[src/rtl/mc_pkg.sv]
// Shared types and constants for the LEGv8 multicycle controller: state encoding,
// datapath mux codes, opcode classification and the packed control word.
package mc_pkg;

  typedef enum logic [3:0] {
    FETCH    = 4'd0,
    DECODE   = 4'd1,
    MEM_ADDR = 4'd2,
    MEM_RD   = 4'd3,
    MEM_WB   = 4'd4,
    MEM_WR   = 4'd5,
    EXEC_R   = 4'd6,
    EXEC_I   = 4'd7,
    ALU_WB   = 4'd8,
    BR_CBZ   = 4'd9,
    BR_B     = 4'd10,
    BR_REG   = 4'd11,
    ILLEGAL  = 4'd12,
    FAULT    = 4'd13
  } state_t;

  localparam logic [1:0] SRCB_B      = 2'b00;
  localparam logic [1:0] SRCB_FOUR   = 2'b01;
  localparam logic [1:0] SRCB_IMM    = 2'b10;
  localparam logic [1:0] SRCB_BROFF  = 2'b11;

  localparam logic [1:0] PCSRC_ALU    = 2'b00;
  localparam logic [1:0] PCSRC_ALUOUT = 2'b01;
  localparam logic [1:0] PCSRC_REGA   = 2'b10;

  localparam logic [1:0] ALUOP_ADD   = 2'b00;
  localparam logic [1:0] ALUOP_PASSB = 2'b01;
  localparam logic [1:0] ALUOP_RTYPE = 2'b10;
  localparam logic [1:0] ALUOP_ITYPE = 2'b11;

  typedef enum logic [2:0] {
    OPC_LDUR  = 3'd0,
    OPC_STUR  = 3'd1,
    OPC_RTYPE = 3'd2,
    OPC_ITYPE = 3'd3,
    OPC_CBZ   = 3'd4,
    OPC_B     = 3'd5,
    OPC_BR    = 3'd6,
    OPC_ILL   = 3'd7
  } opclass_t;

  typedef struct packed {
    logic       ir_write;
    logic       pc_write;
    logic       iord;
    logic       mem_read;
    logic       mem_write;
    logic       reg2loc;
    logic       reg_write;
    logic       memtoreg;
    logic       alusrca;
    logic [1:0] alusrcb;
    logic [1:0] aluop;
    logic [1:0] pcsrc;
    logic       instr_done;
  } ctrl_t;

  // Opcode patterns over IR[31:21]; shorter LEGv8 opcodes leave low bits as don't-care.
  function automatic opclass_t op_class(input logic [10:0] op);
    opclass_t c;
    casez (op)
      11'b111_1100_0010: c = OPC_LDUR;
      11'b111_1100_0000: c = OPC_STUR;
      11'b100_0101_1000,
      11'b110_0101_1000,
      11'b100_0101_0000,
      11'b101_0101_0000: c = OPC_RTYPE;
      11'b100_1000_100?,
      11'b100_1001_000?,
      11'b101_1001_000?,
      11'b110_1000_100?,
      11'b110_1001_01??: c = OPC_ITYPE;
      11'b101_1010_0???: c = OPC_CBZ;
      11'b000_101?_????: c = OPC_B;
      11'b110_1011_0000: c = OPC_BR;
      default:           c = OPC_ILL;
    endcase
    return c;
  endfunction

endpackage

[src/rtl/mc_outdec.sv]
// Moore-style output decoder: maps the current state (plus Op, Zero and mem_ready
// where a state's outputs depend on them) to the datapath control word.
module mc_outdec
  import mc_pkg::*;
(
  input  state_t      state_i,
  input  logic [10:0] op_i,
  input  logic        zero_i,
  input  logic        mem_ready_i,
  output ctrl_t       ctrl_o
);

  opclass_t opc;

  always_comb begin
    ctrl_o = '0;
    opc    = op_class(op_i);
    case (state_i)
      FETCH: begin
        ctrl_o.mem_read = 1'b1;
        ctrl_o.alusrcb  = SRCB_FOUR;
        ctrl_o.aluop    = ALUOP_ADD;
        ctrl_o.pcsrc    = PCSRC_ALU;
        ctrl_o.ir_write = mem_ready_i;
        ctrl_o.pc_write = mem_ready_i;
      end
      DECODE: begin
        // Branch target is computed speculatively into ALUOut for every opcode.
        ctrl_o.alusrcb = SRCB_BROFF;
        ctrl_o.aluop   = ALUOP_ADD;
        ctrl_o.reg2loc = (opc == OPC_STUR) || (opc == OPC_CBZ);
      end
      MEM_ADDR: begin
        ctrl_o.alusrca = 1'b1;
        ctrl_o.alusrcb = SRCB_IMM;
        ctrl_o.aluop   = ALUOP_ADD;
        ctrl_o.reg2loc = (opc == OPC_STUR);
      end
      MEM_RD: begin
        ctrl_o.iord     = 1'b1;
        ctrl_o.mem_read = 1'b1;
      end
      MEM_WB: begin
        ctrl_o.reg_write  = 1'b1;
        ctrl_o.memtoreg   = 1'b1;
        ctrl_o.instr_done = 1'b1;
      end
      MEM_WR: begin
        ctrl_o.iord       = 1'b1;
        ctrl_o.mem_write  = 1'b1;
        ctrl_o.reg2loc    = 1'b1;
        ctrl_o.instr_done = mem_ready_i;
      end
      EXEC_R: begin
        ctrl_o.alusrca = 1'b1;
        ctrl_o.alusrcb = SRCB_B;
        ctrl_o.aluop   = ALUOP_RTYPE;
      end
      EXEC_I: begin
        ctrl_o.alusrca = 1'b1;
        ctrl_o.alusrcb = SRCB_IMM;
        ctrl_o.aluop   = ALUOP_ITYPE;
      end
      ALU_WB: begin
        ctrl_o.reg_write  = 1'b1;
        ctrl_o.instr_done = 1'b1;
      end
      BR_CBZ: begin
        ctrl_o.alusrca    = 1'b1;
        ctrl_o.alusrcb    = SRCB_B;
        ctrl_o.aluop      = ALUOP_PASSB;
        ctrl_o.reg2loc    = 1'b1;
        ctrl_o.pcsrc      = PCSRC_ALUOUT;
        ctrl_o.pc_write   = zero_i;
        ctrl_o.instr_done = 1'b1;
      end
      BR_B: begin
        ctrl_o.pcsrc      = PCSRC_ALUOUT;
        ctrl_o.pc_write   = 1'b1;
        ctrl_o.instr_done = 1'b1;
      end
      BR_REG: begin
        ctrl_o.pcsrc      = PCSRC_REGA;
        ctrl_o.pc_write   = 1'b1;
        ctrl_o.instr_done = 1'b1;
      end
      default: ;
    endcase
  end

endmodule

[src/rtl/mc_control.sv]
// LEGv8 multicycle sequencer: state register, next-state logic, memory wait-state
// watchdog and sticky error flags; outputs come from mc_outdec.
module mc_control
  import mc_pkg::*;
#(
  parameter int MEM_TIMEOUT = 16,
  parameter int CNT_W       = 5
) (
  input  logic        clk,
  input  logic        reset,
  input  logic [10:0] Op,
  input  logic        Zero,
  input  logic        mem_ready,
  output logic        IRWrite,
  output logic        PCWrite,
  output logic        IorD,
  output logic        MemRead,
  output logic        MemWrite,
  output logic        Reg2Loc,
  output logic        RegWrite,
  output logic        MemtoReg,
  output logic        ALUSrcA,
  output logic [1:0]  ALUSrcB,
  output logic [1:0]  ALUOp,
  output logic [1:0]  PCSrc,
  output logic        instr_done,
  output logic        illegal,
  output logic        mem_fault,
  output logic [3:0]  state_o
);

  state_t           state_q, state_d;
  logic [CNT_W-1:0] cnt_q, cnt_d;
  logic             illegal_q, illegal_d;
  logic             fault_q, fault_d;
  logic             waiting, timeout;
  ctrl_t            ctrl_dec, ctrl_out;

  assign waiting = ((state_q == FETCH) || (state_q == MEM_RD) || (state_q == MEM_WR))
                   && !mem_ready;
  // A late mem_ready on the timeout cycle still completes normally because waiting is 0.
  assign timeout = waiting && (MEM_TIMEOUT != 0) && (cnt_q == CNT_W'(MEM_TIMEOUT));

  always_comb begin
    state_d = state_q;
    case (state_q)
      FETCH:    if (mem_ready) state_d = DECODE;
      DECODE: begin
        case (op_class(Op))
          OPC_LDUR, OPC_STUR: state_d = MEM_ADDR;
          OPC_RTYPE:          state_d = EXEC_R;
          OPC_ITYPE:          state_d = EXEC_I;
          OPC_CBZ:            state_d = BR_CBZ;
          OPC_B:              state_d = BR_B;
          OPC_BR:             state_d = BR_REG;
          default:            state_d = ILLEGAL;
        endcase
      end
      MEM_ADDR: state_d = (op_class(Op) == OPC_STUR) ? MEM_WR : MEM_RD;
      MEM_RD:   if (mem_ready) state_d = MEM_WB;
      MEM_WB:   state_d = FETCH;
      MEM_WR:   if (mem_ready) state_d = FETCH;
      EXEC_R,
      EXEC_I:   state_d = ALU_WB;
      ALU_WB,
      BR_CBZ,
      BR_B,
      BR_REG:   state_d = FETCH;
      ILLEGAL:  state_d = ILLEGAL;
      FAULT:    state_d = FAULT;
      default:  state_d = FETCH;
    endcase
    if (timeout) state_d = FAULT;
  end

  assign cnt_d     = (waiting && !timeout) ? cnt_q + CNT_W'(1) : '0;
  assign illegal_d = illegal_q || (state_d == ILLEGAL);
  assign fault_d   = fault_q || (state_d == FAULT);

  always_ff @(posedge clk) begin
    if (reset) begin
      state_q   <= FETCH;
      cnt_q     <= '0;
      illegal_q <= 1'b0;
      fault_q   <= 1'b0;
    end else begin
      state_q   <= state_d;
      cnt_q     <= cnt_d;
      illegal_q <= illegal_d;
      fault_q   <= fault_d;
    end
  end

  mc_outdec u_outdec (
    .state_i     (state_q),
    .op_i        (Op),
    .zero_i      (Zero),
    .mem_ready_i (mem_ready),
    .ctrl_o      (ctrl_dec)
  );

  // Gating combinationally on reset drops an in-flight request in the reset cycle itself.
  assign ctrl_out = reset ? '0 : ctrl_dec;

  assign IRWrite    = ctrl_out.ir_write;
  assign PCWrite    = ctrl_out.pc_write;
  assign IorD       = ctrl_out.iord;
  assign MemRead    = ctrl_out.mem_read;
  assign MemWrite   = ctrl_out.mem_write;
  assign Reg2Loc    = ctrl_out.reg2loc;
  assign RegWrite   = ctrl_out.reg_write;
  assign MemtoReg   = ctrl_out.memtoreg;
  assign ALUSrcA    = ctrl_out.alusrca;
  assign ALUSrcB    = ctrl_out.alusrcb;
  assign ALUOp      = ctrl_out.aluop;
  assign PCSrc      = ctrl_out.pcsrc;
  assign instr_done = ctrl_out.instr_done;
  assign illegal    = illegal_q;
  assign mem_fault  = fault_q;
  assign state_o    = state_q;

endmodule

[config.mk]
export PLATFORM = sky130hd
export DESIGN_NAME = mc_control
export DESIGN_NICKNAME = d
export VERILOG_FILES = /design/src/rtl/mc_pkg.sv /design/src/rtl/mc_outdec.sv /design/src/rtl/mc_control.sv
export SDC_FILE = /design/constraint.sdc
export NUM_CORES = 1
export LEC_CHECK = 0
export BUFFER_PORTS_ARGS = -buffer_cell sky130_fd_sc_hd__clkbuf_2
export CAP_MARGIN = 20
export CORE_UTILIZATION = 35
export CTS_CLUSTER_SIZE = 20
export DETAILED_ROUTE_END_ITERATION = 10
export SYNTH_ARGS = -nofsm -noshare
export SYNTH_HDL_FRONTEND = slang
export SYNTH_HIERARCHICAL = 1
export SYNTH_SLANG_ARGS = --single-unit
[constraint.sdc]
create_clock -name clk -period 1.91 [get_ports clk]
set_input_delay 0.2865 -clock clk [delete_from_list [all_inputs] [get_ports clk]]
set_output_delay 0.2865 -clock clk [all_outputs]
set_load 0.02 [all_outputs]
* After elaboration in Yosys (flattened, before gate mapping) *
Cells that the tools add are included.

cells by class
  $add $sub $neg = 1
  multiply operators = 0
  divide/modulo/power cells = 0
  $lt $le $gt $ge = 0
  eq/ne operators = 39
  shift operators = 0
  multiplexer cells = 23
  bitwise logic cells = 1
  reductions and logical operators = 25

operators by type and width
  cell                                            number
  == test 11 bit (second input constant)          7
  one-hot mux 4 bit (6 select lines)              2
  == test 10 bit (second input constant)          4
  == test 4 bit (second input constant)           8
  one-hot mux 4 bit (8 select lines)              1
  one-hot mux 3 bit (7 select lines)              1
  OR reduction 2 bit                              9
  == test 4 x 3 -> 1 bit (second input constant)  4
  2-to-1 mux 16 bit                               1
  2-to-1 mux 4 bit                                4
  == test 3 bit (second input constant)           4
  OR reduction 5 bit                              2
  == test 3 x 1 -> 1 bit (second input constant)  3
  == test 9 bit (second input constant)           1
  2-to-1 mux 3 bit                                3
  == test 4 x 2 -> 1 bit (second input constant)  2
  == test 8 bit (second input constant)           1
  OR reduction 4 bit                              2
  2-to-1 mux 1 bit                                7
  == test 3 x 2 -> 1 bit (second input constant)  2
  == test 6 x 3 -> 1 bit (second input constant)  1
  one-hot mux 1 bit (3 select lines)              2
  adder 5 x 1 -> 5 bit (second input constant)    1
  == test 5 bit (second input constant)           1
  other kinds (9)                                 16

word-level totals
  bits in registers = 11
  latch bits = 0
  memory bits (writable) = 0
  memory bits (read-only) = 0
  input port bits = 15
  memories = 0

* Longest topological paths before layout *
  depth in word-level cells = 11
  depth in mapped cells = 8

* Hierarchy *
The synthesis kept the hierarchy.

by module, submodules not included
  module      instances  cells each  area each (um^2)
  mc_control  1          120         952.2
  mc_outdec   1          49          359.1

* Worst setup path after synthesis *
OpenSTA, ideal clock, no wires.

  path type = register -> register
  start point = register state_q[0] (netlist: state_o[0])
  end point = register illegal_q (netlist: illegal)
  arrival = 1.772 ns
  data required time = 1.835 ns
  slack = 0.063 ns
  stages on the path, launching flop included = 7
  path buffers = 1
  clock period less this slack = 1.847 ns
  cell sequence = dfxtp_1 > clkbuf_1 > nand3_1 > or2_2 > o32ai_1 > o41ai_1 > o22ai_1

between the ends
  cells in the longest elaborated chain, start to end = 8

ends and longest elaborated chain
  item                                                                        line              source
  from (decl)                                                                 mc_control.sv:32  state_t state_q, state_d;
  from (signal assigned)                                                      mc_control.sv:87  state_q <= state_d;
  branches (longest 5 deep; another with one-hot mux 4 bit (8 select lines))  --
  2-to-1 mux 4 bit *                                                          mc_control.sv:73  if (timeout) state_d = FAULT;
  == test 4 bit *                                                             mc_control.sv:77  assign illegal_d = illegal_q || (state_d == ILLEGAL);
  logical OR 1 bit *                                                          mc_control.sv:77
  to (signal assigned)                                                        mc_control.sv:89  illegal_q <= illegal_d;
  to (decl)                                                                   mc_control.sv:34  logic illegal_q, illegal_d;

Mark *: on every way between the ends.
A chain may end at the register's enable or synchronous reset.

==> run metrics <==
vias in the first global route 1242; total core area 3470 um^2; total vias in the final route 1406; fin crit period 1.85 ns; Final GP Congestion about 0.8; Synth Flop Type dfxtp_1; port bufs 36; CTS Buffer Depth 2; number of flops mapped to enable cells by yosys 0; Fill cells 328; status complete, no violations; total die area 4000 um^2; fmax around 540 MHz; share of cells above drive strength 1 40.7%; flop2flop setup slack 0.16 ns; Max VDD drop 0.388 mV; Mapped Nets ~190; Worst slew margin 77.8%; largest net degree at the start of global routing 24; Die Y 63.2 um; antenna violations before repair 0; crit start category register; Fin. Hold Viols 0; RSZ-0062 raised after global routing no; CP endpoint kind output pin; Area Growth Syn to Fin 36.5%; post-synthesis register bit count 11; CP Max Fanout 19; drt drc 0; Finished Layout Cells 272; Hold Startpoint illegal; number of diodes 0; Slew Viols, Final 0; Std-Cell Rows 21; met3 wire length approximately 170 um; Avg Vias per Cell 5.17; Post-DP HPWL between 2 and 3 mm; Setup CP Type register to output pin; Worst-Margin Slew between 0.3 and 0.4 ns; fin nets around 240; max-cap viol count 0; Arr. time, crit path approximately 1.6 ns; asr flop ratio synth 0%; PD cells 431 nW/um^2; biggest area consumer among synthesized cells dfxtp_1; Hold WC Path Type register to register; overall routed net length 3.23 mm; Iter 0 DRT Violations 93; Antenna Nets Post-Route 0; area share of the leading cell type in the synthesized netlist between 10% and 20%; post-place instance area 1680 um^2; GRT overflow 0; first-pass GRT wire length 5.58 mm; synth unique cells 60; largest cells by area after synthesis dfxtp_1 (17%), nor2b_1 (9.1%), nor2_1 (6.3%); total CTS buffers 3; met1 wire length 1.60 mm; fin crit share 96.7%; sequential area share after synthesis 16.8%; die width 63.2 um; Synth Instances 169; I/O pin cnt 37; CTS tree yes; syn avg cell area 7.76 um^2; met2 wire length 1.43 mm; Worst-Skew Late Latency between 0.2 and 0.25 ns; Critical Path Sink instr_done; Synth Warn # 6; CTS root buf clkbuf_8; clk slew on worst S/H paths 0.05 ns; capture point of the worst reg-to-reg path illegal; hold-fix buffers at CTS 0; LEAKAGE 0.754 nW; Layout Skew ~0.0014 ns; Req. time, crit path 1.62 ns; Routed WL per cell approximately 12 um; Total GRT Usage 16.7%; DR pass1 iterations 4; Post-Syn Area 1310 um^2; clock sinks 11; Setup violations, final 0; Reg2Reg Launch Point cnt_q[1]; Reg2Reg Depth 7; fin util 51.6%; placed insts 266; crit path from state_o[3]; initial core utilization 37.8%; max layer used met4; # H-tree levels 1; Finished Cell Area 1790 um^2
through the flow:
stage	hold slack (ns)	setup WS [ns]	total power, mW	setup TNS [ns]
finish	0.469	0.0637	0.771	0
global route	0.484	0.00327	0.813	0
CTS	0.472	0.00271	0.771	0
detailed placement	0.462	-0.0328	0.529	-0.0542
global placement	0.455	-0.0189	0.530	-0.0345
floorplan	0.403	0.0632	0.417	0
cell families (layout without fill, tap and decap cells):
logic type	Yosys count	in the layout	share of synthesized area [%]
fa+ha+maj	2	2	1.91
simple gates	95	95	47.6
xor+xnor	7	7	4.68
compound gates	35	35	21.0
flops	11	11	16.8
mux	2	2	1.53
buf+inv	17	74	6.49
critical path: stages, from the launching register on:
cell      delay, ns
dfxtp_1        0.31
buf_4          0.20
nand2b_2       0.24
o31ai_1        0.25
nor2b_1        0.15
clkbuf_2       0.17
worst min path at each step:
| stage | to | slack [ns] | cells past startpoint |
|---|---|---|---|
| finish | illegal | 0.47 | 2 |
| global route | illegal | 0.48 | 2 |
| CTS | mem_fault | 0.47 | 2 |
| detailed placement | illegal | 0.46 | 2 |
| global placement | mem_fault | 0.45 | 2 |
| floorplan | state_o[3] | 0.40 | 1 |
cells in the final DEF, fill, tap and decap left out, drive strengths merged, types with 2 or more instances in the layout:
master	netlist	layout
ha	2	2
or3b	2	2
and2b	2	2
xnor2	4	4
nand3b	3	3
inv	9	9
o22ai	3	3
nor2b	20	20
o211ai	2	2
nor3b	3	3
or3	2	2
a21oi	11	11
o21ai	2	2
xor2	3	3
nand3	7	7
nor2	24	24
dfxtp	11	11
o21a	2	2
and4bb	2	2
nand4	2	2
mux2i	2	2
o41ai	2	2
nor3	5	5
nand2	6	6
nand2b	6	6
clkbuf	3	39
buf	5	26
nor4	5	5
a211oi	2	2
synthesized netlist by cell type, types with 3 or more instances:
cell      count
nand2b_1      4
xnor2_1       4
clkbuf_1      3
nor2_1       22
nand3_1       7
nor3_1        4
o22ai_1       3
inv_1         8
dfxtp_1      11
nor2b_1      19
nor3b_1       3
nand2_1       6
a21oi_1       9
xor2_1        3
registers in the layout, indices dropped and copies added (netlist names):
signal and cells:
cnt_q 5, state_o 4, mem_fault 1, illegal 1
timing repair:
| action | CTS | global route |
|---|---|---|
| endpoints found under the setup margin | 10 | 7 |
| buffers inserted | 0 | 2 |
| pin swaps | 0 | 0 |
| resized for setup | 4 | 12 |
layout make-up:
class	instances	area (um^2)	area share [%]
sequential	11	231	12.9
timing repair buffer	61	394	22.0
clock buffer	4	45.0	2.52
tap	46	57.6	3.21
inverter	9	33.8	1.89
multi-input combinational	141	1030	57.4
where the power goes:
part	total (mW)	switching, mW	internal, mW
clock network	0.235	0.0884	0.147
logic	0.291	0.159	0.133
registers	0.245	0.00892	0.236
total	0.771	0.256	0.515
per-layer routing:
metal  global-route usage (%)  up-vias
met5                        0        -
met4                     5.40        0
met3                     1.45        3
met2                     25.4       53
met1                     24.5      629
li1                         -      721
Note: power is estimated with default switching activity, not from simulation.
